$ cat config.mk
export PLATFORM = sky130hd
export DESIGN_NAME = vga_timing_gen
export DESIGN_NICKNAME = d
export VERILOG_FILES = /design/src/rtl/vga_timing_gen.sv
export SDC_FILE = /design/constraint.sdc
export NUM_CORES = 1
export LEC_CHECK = 0
export ABC_AREA = 1
export CORE_MARGIN = 5
export CORE_UTILIZATION = 55
export DETAILED_ROUTE_END_ITERATION = 10
export DONT_BUFFER_PORTS = 1
export HOLD_SLACK_MARGIN = 0.05
export PLACE_DENSITY_LB_ADDON = 0.08
export SYNTH_ARGS = -nofsm -noshare
export SYNTH_HDL_FRONTEND = slang
export SYNTH_SLANG_ARGS = --single-unit
$ cat constraint.sdc
create_clock -name clk -period 4.1 [get_ports clk]
set_input_delay 0.615 -clock clk [delete_from_list [all_inputs] [get_ports clk]]
set_output_delay 0.615 -clock clk [all_outputs]
set_load 0.02 [all_outputs]
$ cat src/rtl/vga_timing_gen.sv
// VGA raster timing: pixel/line counters with registered sync and blanking.
// All outputs are loaded from next-state counters so they track row/col exactly.
module vga_timing_gen #(
    parameter int H_ACTIVE = 640,
    parameter int H_FP     = 16,
    parameter int H_SYNC   = 96,
    parameter int H_BP     = 48,
    parameter int V_ACTIVE = 480,
    parameter int V_FP     = 10,
    parameter int V_SYNC   = 2,
    parameter int V_BP     = 33,
    parameter bit HS_POL   = 1'b0,
    parameter bit VS_POL   = 1'b0,
    parameter int CW       = 10
) (
    input  logic          clk,
    input  logic          reset,
    input  logic          pix_en,
    output logic [CW-1:0] row,
    output logic [CW-1:0] col,
    output logic          HSync,
    output logic          VSync,
    output logic          output_en,
    output logic          line_start,
    output logic          frame_start
);

    localparam int H_TOTAL = H_ACTIVE + H_FP + H_SYNC + H_BP;
    localparam int V_TOTAL = V_ACTIVE + V_FP + V_SYNC + V_BP;

    localparam logic [CW-1:0] H_LAST = CW'(H_TOTAL - 1);
    localparam logic [CW-1:0] V_LAST = CW'(V_TOTAL - 1);
    localparam logic [CW-1:0] ONE    = CW'(1);

    // One extra bit so a window ending exactly at 2^CW stays representable
    localparam logic [CW:0] H_VIS = (CW+1)'(H_ACTIVE);
    localparam logic [CW:0] V_VIS = (CW+1)'(V_ACTIVE);
    localparam logic [CW:0] HS_LO = (CW+1)'(H_ACTIVE + H_FP);
    localparam logic [CW:0] HS_HI = (CW+1)'(H_ACTIVE + H_FP + H_SYNC);
    localparam logic [CW:0] VS_LO = (CW+1)'(V_ACTIVE + V_FP);
    localparam logic [CW:0] VS_HI = (CW+1)'(V_ACTIVE + V_FP + V_SYNC);

    logic          h_wrap;
    logic          v_wrap;
    logic [CW-1:0] row_nxt;
    logic [CW-1:0] col_nxt;

    function automatic logic in_win(
        input logic [CW-1:0] v,
        input logic [CW:0]   lo,
        input logic [CW:0]   hi
    );
        return ({1'b0, v} >= lo) && ({1'b0, v} < hi);
    endfunction

    always_comb begin
        h_wrap  = (row == H_LAST);
        v_wrap  = (col == V_LAST);
        row_nxt = h_wrap ? '0 : row + ONE;
        col_nxt = col;
        if (h_wrap) begin
            col_nxt = v_wrap ? '0 : col + ONE;
        end
    end

    always_ff @(posedge clk) begin
        if (reset) begin
            row         <= '0;
            col         <= '0;
            HSync       <= ~HS_POL;
            VSync       <= ~VS_POL;
            output_en   <= 1'b1;
            line_start  <= 1'b0;
            frame_start <= 1'b0;
        end else begin
            line_start  <= 1'b0;
            frame_start <= 1'b0;
            if (pix_en) begin
                row         <= row_nxt;
                col         <= col_nxt;
                HSync       <= in_win(row_nxt, HS_LO, HS_HI) ?
                               HS_POL : ~HS_POL;
                VSync       <= in_win(col_nxt, VS_LO, VS_HI) ?
                               VS_POL : ~VS_POL;
                output_en   <= ({1'b0, row_nxt} < H_VIS) &&
                               ({1'b0, col_nxt} < V_VIS);
                line_start  <= h_wrap;
                frame_start <= h_wrap && v_wrap;
            end
        end
    end

endmodule

=== Word-level counts from Yosys, hierarchy flattened ===
Cells that the tools add are included.

* Input port bits: 3
* Bits in registers: 25
* Word-level logic and storage cells: 28

* Reductions and logical operators: 5
* Add/sub/neg operators: 2
* Muxes and demuxes: 5
* Equal/unequal tests: 2
* Bitwise gates (word level): 1
* Order comparisons: 6

{| class="wikitable"
|+ Operators by type and width
! operator !! number
|-
| two-way mux 10 bit || 3
|-
| adder 10 x 1 -> 10 bit, second input constant || 2
|-
| equality test 10 bit, second input constant || 2
|-
| less-than comparator 10 bit, second input constant || 2
|-
| less-than comparator 10 x 9 -> 1 bit, second input constant || 2
|-
| greater-or-equal comparator 10 bit, second input constant || 1
|-
| greater-or-equal comparator 10 x 9 -> 1 bit, second input constant || 1
|-
| logical AND 1 bit || 4
|-
| two-way mux 1 bit || 2
|-
| OR reduction 2 bit || 1
|-
| NOT 1 bit || 1
|}

=== Depth between registers and ports, before layout ===
* Word-level depth: 6
* Mapped depth: 14
* Depth with buffers taken out: 13

=== Least setup slack after synthesis ===
No wires, ideal clock.

* Path type: flip-flop to flip-flop
* Start point: register row[0]
* End point: register VSync
* Setup slack: 2.328 ns
* Cell stages (with the launch flop): 13
* Arrival time: 1.658 ns
* Path buffers: 0
* Cell sequence: dfxtp_1 ha_1 nand2_2 nor2_8 inv_4 nor2_8 nand4_2 nand2_1 nand3_1 nor2_1 nand2_1 nand2_1 nand2_1

* Longest elaborated chain between the ends: 5

{| class="wikitable"
|+ RTL lines
! element !! RTL line !! text
|-
| start: declaration || 19 || <nowiki>output logic [CW-1:0] row,</nowiki>
|-
| start signal: assignment || 79 || <nowiki>row <= row_nxt;</nowiki>
|-
| equality test 10 bit (*) || 57 || <nowiki>h_wrap = (row == H_LAST);</nowiki>
|-
| two-way mux 10 bit (*) || 61 || <nowiki>if (h_wrap) begin</nowiki>
|-
| greater-or-equal comparator 10 x 9 -> 1 bit / less-than comparator 10 x 9 -> 1 bit (equally long branches) || 53 || <nowiki>return ({1'b0, v} >= lo) && ({1'b0, v} < hi);</nowiki>
|-
| logical AND 1 bit (*) || 53 ||
|-
| two-way mux 1 bit (*) || 83 || <nowiki>VSync <= in_win(col_nxt, VS_LO, VS_HI) ?</nowiki>
|-
| end signal: assignment || 71 || <nowiki>VSync <= ~VS_POL;</nowiki>
|-
| end signal: assignment || 83 ||
|-
| end: declaration || 22 || <nowiki>output logic VSync,</nowiki>
|}

Every way passes the cells marked *; elsewhere a longest branch is shown, timed or not.
A chain may end at the register's enable or synchronous reset.

=== Worst setup path in the final report ===
Same ends and word-level chain as after synthesis.

==> results.txt <==
* Max IR drop VDD: 0.000233 V
* DIE HEIGHT: 63.8 um
* Grt total ovfl: 0
- Timing would allow up to 485 MHz.
* FF-to-FF Start: row[0]
- Hold violation count in the final report: 0
- After clock tree synthesis, the clock-pin slew on the worst setup and hold paths is 0.14 ns.
- Element type at the critical path start: flop
* Layout Skew: 0.0126 ns
* Setup Viol. Count Final: 0
- After the last flow step, the layout net total stands at 245.
- CTS built an H-tree with a depth of 1.
- The critical path starts at row[0].
* Sequential cell area fraction in the yosys report: 31.5%
- Fraction of layout instances using a drive strength above 1: 7.17%
- In the synthesized netlist, the number of instances is 240.
* Tightest slew margin relative to the limit: 66.9%
* IO Port Bufs: 0
- Total Power Consumption: 454 uW
- Of the available clock period, the critical path in the final layout requires 50.3%.
* Clk buf depth: 2
- Smallest hold slack: 0.345 ns
* Max-slew violation total from the final report: 0
- Final period demand of the worst path: 2.06 ns
* CTS Hold Bufs: 0
* Overall Global Routing Usage: 19.2%
* Number of register bits inferred by synthesis: 25
- The number of global-route vias before repair was 1,448.
- Data on the critical path arrives at its endpoint at 2.29 ns.
- Worst reg-to-reg path cell count: 12
- Unrepaired setup endpoints after global routing: no
- Commonest non-fill, non-tap cells in the layout: sky130_fd_sc_hd__nand2_1, sky130_fd_sc_hd__inv_1, sky130_fd_sc_hd__dfxtp_1
- In this run the cell area of the synthesized design comes to 0.00159 mm^2.
- Worst setup path endpoint: VSync
- A synthesized cell averages 6.62 um^2.
- For this block, the initial DRC count from the detailed router was 148.
- Synthesis-to-layout area growth: 0.630%
- Number of distinct standard cells referenced by the synthesized netlist: 30
* Worst setup EP type: flop
- Final RePlAce weighted congestion: 0.909
- After detailed routing, the average wire length per cell comes to 13.9 um.
- For this run, design rule violations remaining after detail routing come to 0.
- The first global-routing pass estimated 6530 um of wire.
- Number of antenna violations at the first check in global routing: 0
- The routed design has 3730 um of wire.
* Number of sinks handled by clock tree synthesis: 25
* Pin count of the biggest net entering global routing: 32
- Clock tree from TritonCTS: built
* Number of placement rows: 19
* Setup slack, reg-to-reg: 2.04 ns
- 28 I/O pins were placed.
- Buffers inserted during clock tree synthesis total 3.
* Vias per cell: 5.66
- Synth Net Count: 247
- At the later pin of the worst-skew pair, clock insertion delay measures 0.32 ns.
- The tree is rooted in a sky130_fd_sc_hd__clkbuf_4.
- Pin slew with the least headroom to its limit: 0.496 ns
- Setup fix buffers added after clock tree synthesis: 0
* Half-perimeter wire length of the detailed placement result: 2880 um
* Iteration count of the initial detailed-routing pass: 4
* Most frequent standard cell in the layout excluding fill and tap cells: sky130_fd_sc_hd__nand2_1
- Of all nets on the critical path, the largest fanout is 9.
- Worst reg2reg path endpoint: VSync
- Die X: 63.8 um
- The die covers 0.00406 mm^2.
* Routed Antenna Nets: 0
* Result of the run: finished, final reports clean
- Max cap viols: 0
* Antenna diodes: 0
- The setup path with the least slack is of type reg2reg.
* Core Area: 0.00276 mm^2
* Post-cts gate resize count: 0
- Warnings, synthesis: 0
- Initial cell density of the core: 57.6%
- The analysis attributes to cell leakage a power of 0.763 nW.
- For this design the ratio of total power to cell area is 284 mW/mm^2.
- Total via count in the routed design: 1,516
- Worst min-delay path class: in2reg
- At the worst endpoint, the required time is 4.33 ns.
- In the final timing run, aggregate negative setup slack is 0 ns.
[per-stage QoR]
stage	cells	setup WS (ns)	instance area, um^2	utilization [%]
6_report	268	2.04	1600	58.0
4_1_cts	268	2.01	1600	58.0
2_1_floorplan	240	2.33	1590	-
3_3_place_gp	264	2.05	1570	57.0
3_5_place_dp	264	2.03	1570	57.0
5_1_grt	268	1.78	1600	58.0
[per-layer routing]
layer | vias up | global-route usage [%] | wire length, um
li1 | 776 | - | -
met1 | 688 | 23.1 | 1590
met2 | 47 | 32.9 | 1850
met3 | 5 | 4.73 | 248
met4 | 0 | 7.01 | 35
met5 | - | 0 | 0
[cells in the mapped netlist]
master                     count  area share, %
sky130_fd_sc_hd__nor2_2        2           0.79
sky130_fd_sc_hd__dfxtp_1      25             31
sky130_fd_sc_hd__o211ai_1      3            1.4
sky130_fd_sc_hd__buf_2         2           0.63
sky130_fd_sc_hd__nand4_1       7            2.8
sky130_fd_sc_hd__nand2_2       2           0.79
sky130_fd_sc_hd__a21oi_1      17            5.4
sky130_fd_sc_hd__nand3b_1      2           0.94
sky130_fd_sc_hd__nor2_1       24            5.7
sky130_fd_sc_hd__buf_6         1           0.71
sky130_fd_sc_hd__nor3_1        4            1.3
sky130_fd_sc_hd__nand3_1      20            6.3
sky130_fd_sc_hd__inv_4         1           0.39
sky130_fd_sc_hd__nand4_2       2            1.6
sky130_fd_sc_hd__or2_2         1           0.39
sky130_fd_sc_hd__a211oi_1      1           0.47
sky130_fd_sc_hd__xor2_1        3            1.7
sky130_fd_sc_hd__a31oi_1       1           0.39
sky130_fd_sc_hd__o21ai_1       2           0.63
sky130_fd_sc_hd__xnor2_1       1           0.55
sky130_fd_sc_hd__clkbuf_1      2           0.47
sky130_fd_sc_hd__o21ai_0      16            5.0
sky130_fd_sc_hd__ha_1          4            3.1
sky130_fd_sc_hd__nor2_4        1           0.71
sky130_fd_sc_hd__clkinv_2      1           0.31
sky130_fd_sc_hd__clkbuf_8      2            1.7
sky130_fd_sc_hd__inv_1        31            7.3
sky130_fd_sc_hd__nand2_1      59             14
sky130_fd_sc_hd__nor2_8        2            2.5
sky130_fd_sc_hd__nand3_2       1           0.63
[kinds of logic (layout without fill, tap and decap cells)]
family	count (synthesis)	in the layout	share of synthesized area [%]
simple gates	127	127	38.3
fa+ha+maj	4	4	3.15
xor+xnor	4	4	2.21
buf+inv	40	37	11.6
compound gates	40	40	13.3
flops	25	25	31.5
[area by class of cell]
class,count,area [um^2]
Fill cell,282,1160
Multi-Input combinational cell,175,905
Sequential cell,25,500
Inverter,33,128
Tap cell,31,38.8
Clock buffer,3,22.5
Clock inverter,1,5.00
[critical path: stages (launching register included)]
cell,delay [ns]
sky130_fd_sc_hd__dfxtp_1,0.63
sky130_fd_sc_hd__ha_1,0.26
sky130_fd_sc_hd__nand2_2,0.12
sky130_fd_sc_hd__nor2_8,0.20
sky130_fd_sc_hd__nand2_2,0.13
sky130_fd_sc_hd__clkinv_2,0.09
sky130_fd_sc_hd__nand3_1,0.08
sky130_fd_sc_hd__nand2_1,0.08
sky130_fd_sc_hd__nand3_1,0.08
sky130_fd_sc_hd__nor2_1,0.15
sky130_fd_sc_hd__nand2_1,0.07
sky130_fd_sc_hd__nand2_1,0.05
sky130_fd_sc_hd__nand2_1,0.04
[power by group]
group | internal [mW] | switching [mW] | total (mW) | leakage (nW)
registers | 0.256 | 0.0371 | 0.293 | 0.206
logic | 0.0199 | 0.0329 | 0.0528 | 0.540
clock network | 0.0364 | 0.0716 | 0.108 | 0.0177
total | 0.312 | 0.142 | 0.454 | 0.763
[how the worst min path moves through the flow]
stage / cells after the start / start / to / slack, ns
after floorplan: 2 / VSync / VSync / 0.59
after global placement: 2 / output_en / output_en / 0.61
after detailed placement: 2 / HSync / HSync / 0.61
after CTS: 1 / reset / line_start / 0.33
after global routing: 1 / reset / line_start / 0.30
final: 1 / reset / line_start / 0.34
[registers in the layout (all words and copies together), names as in the netlist]
name and cells:
HSync 1, VSync 1, col 10, frame_start 1, line_start 1, output_en 1, row 10
(Power assumes the default switching activity.)
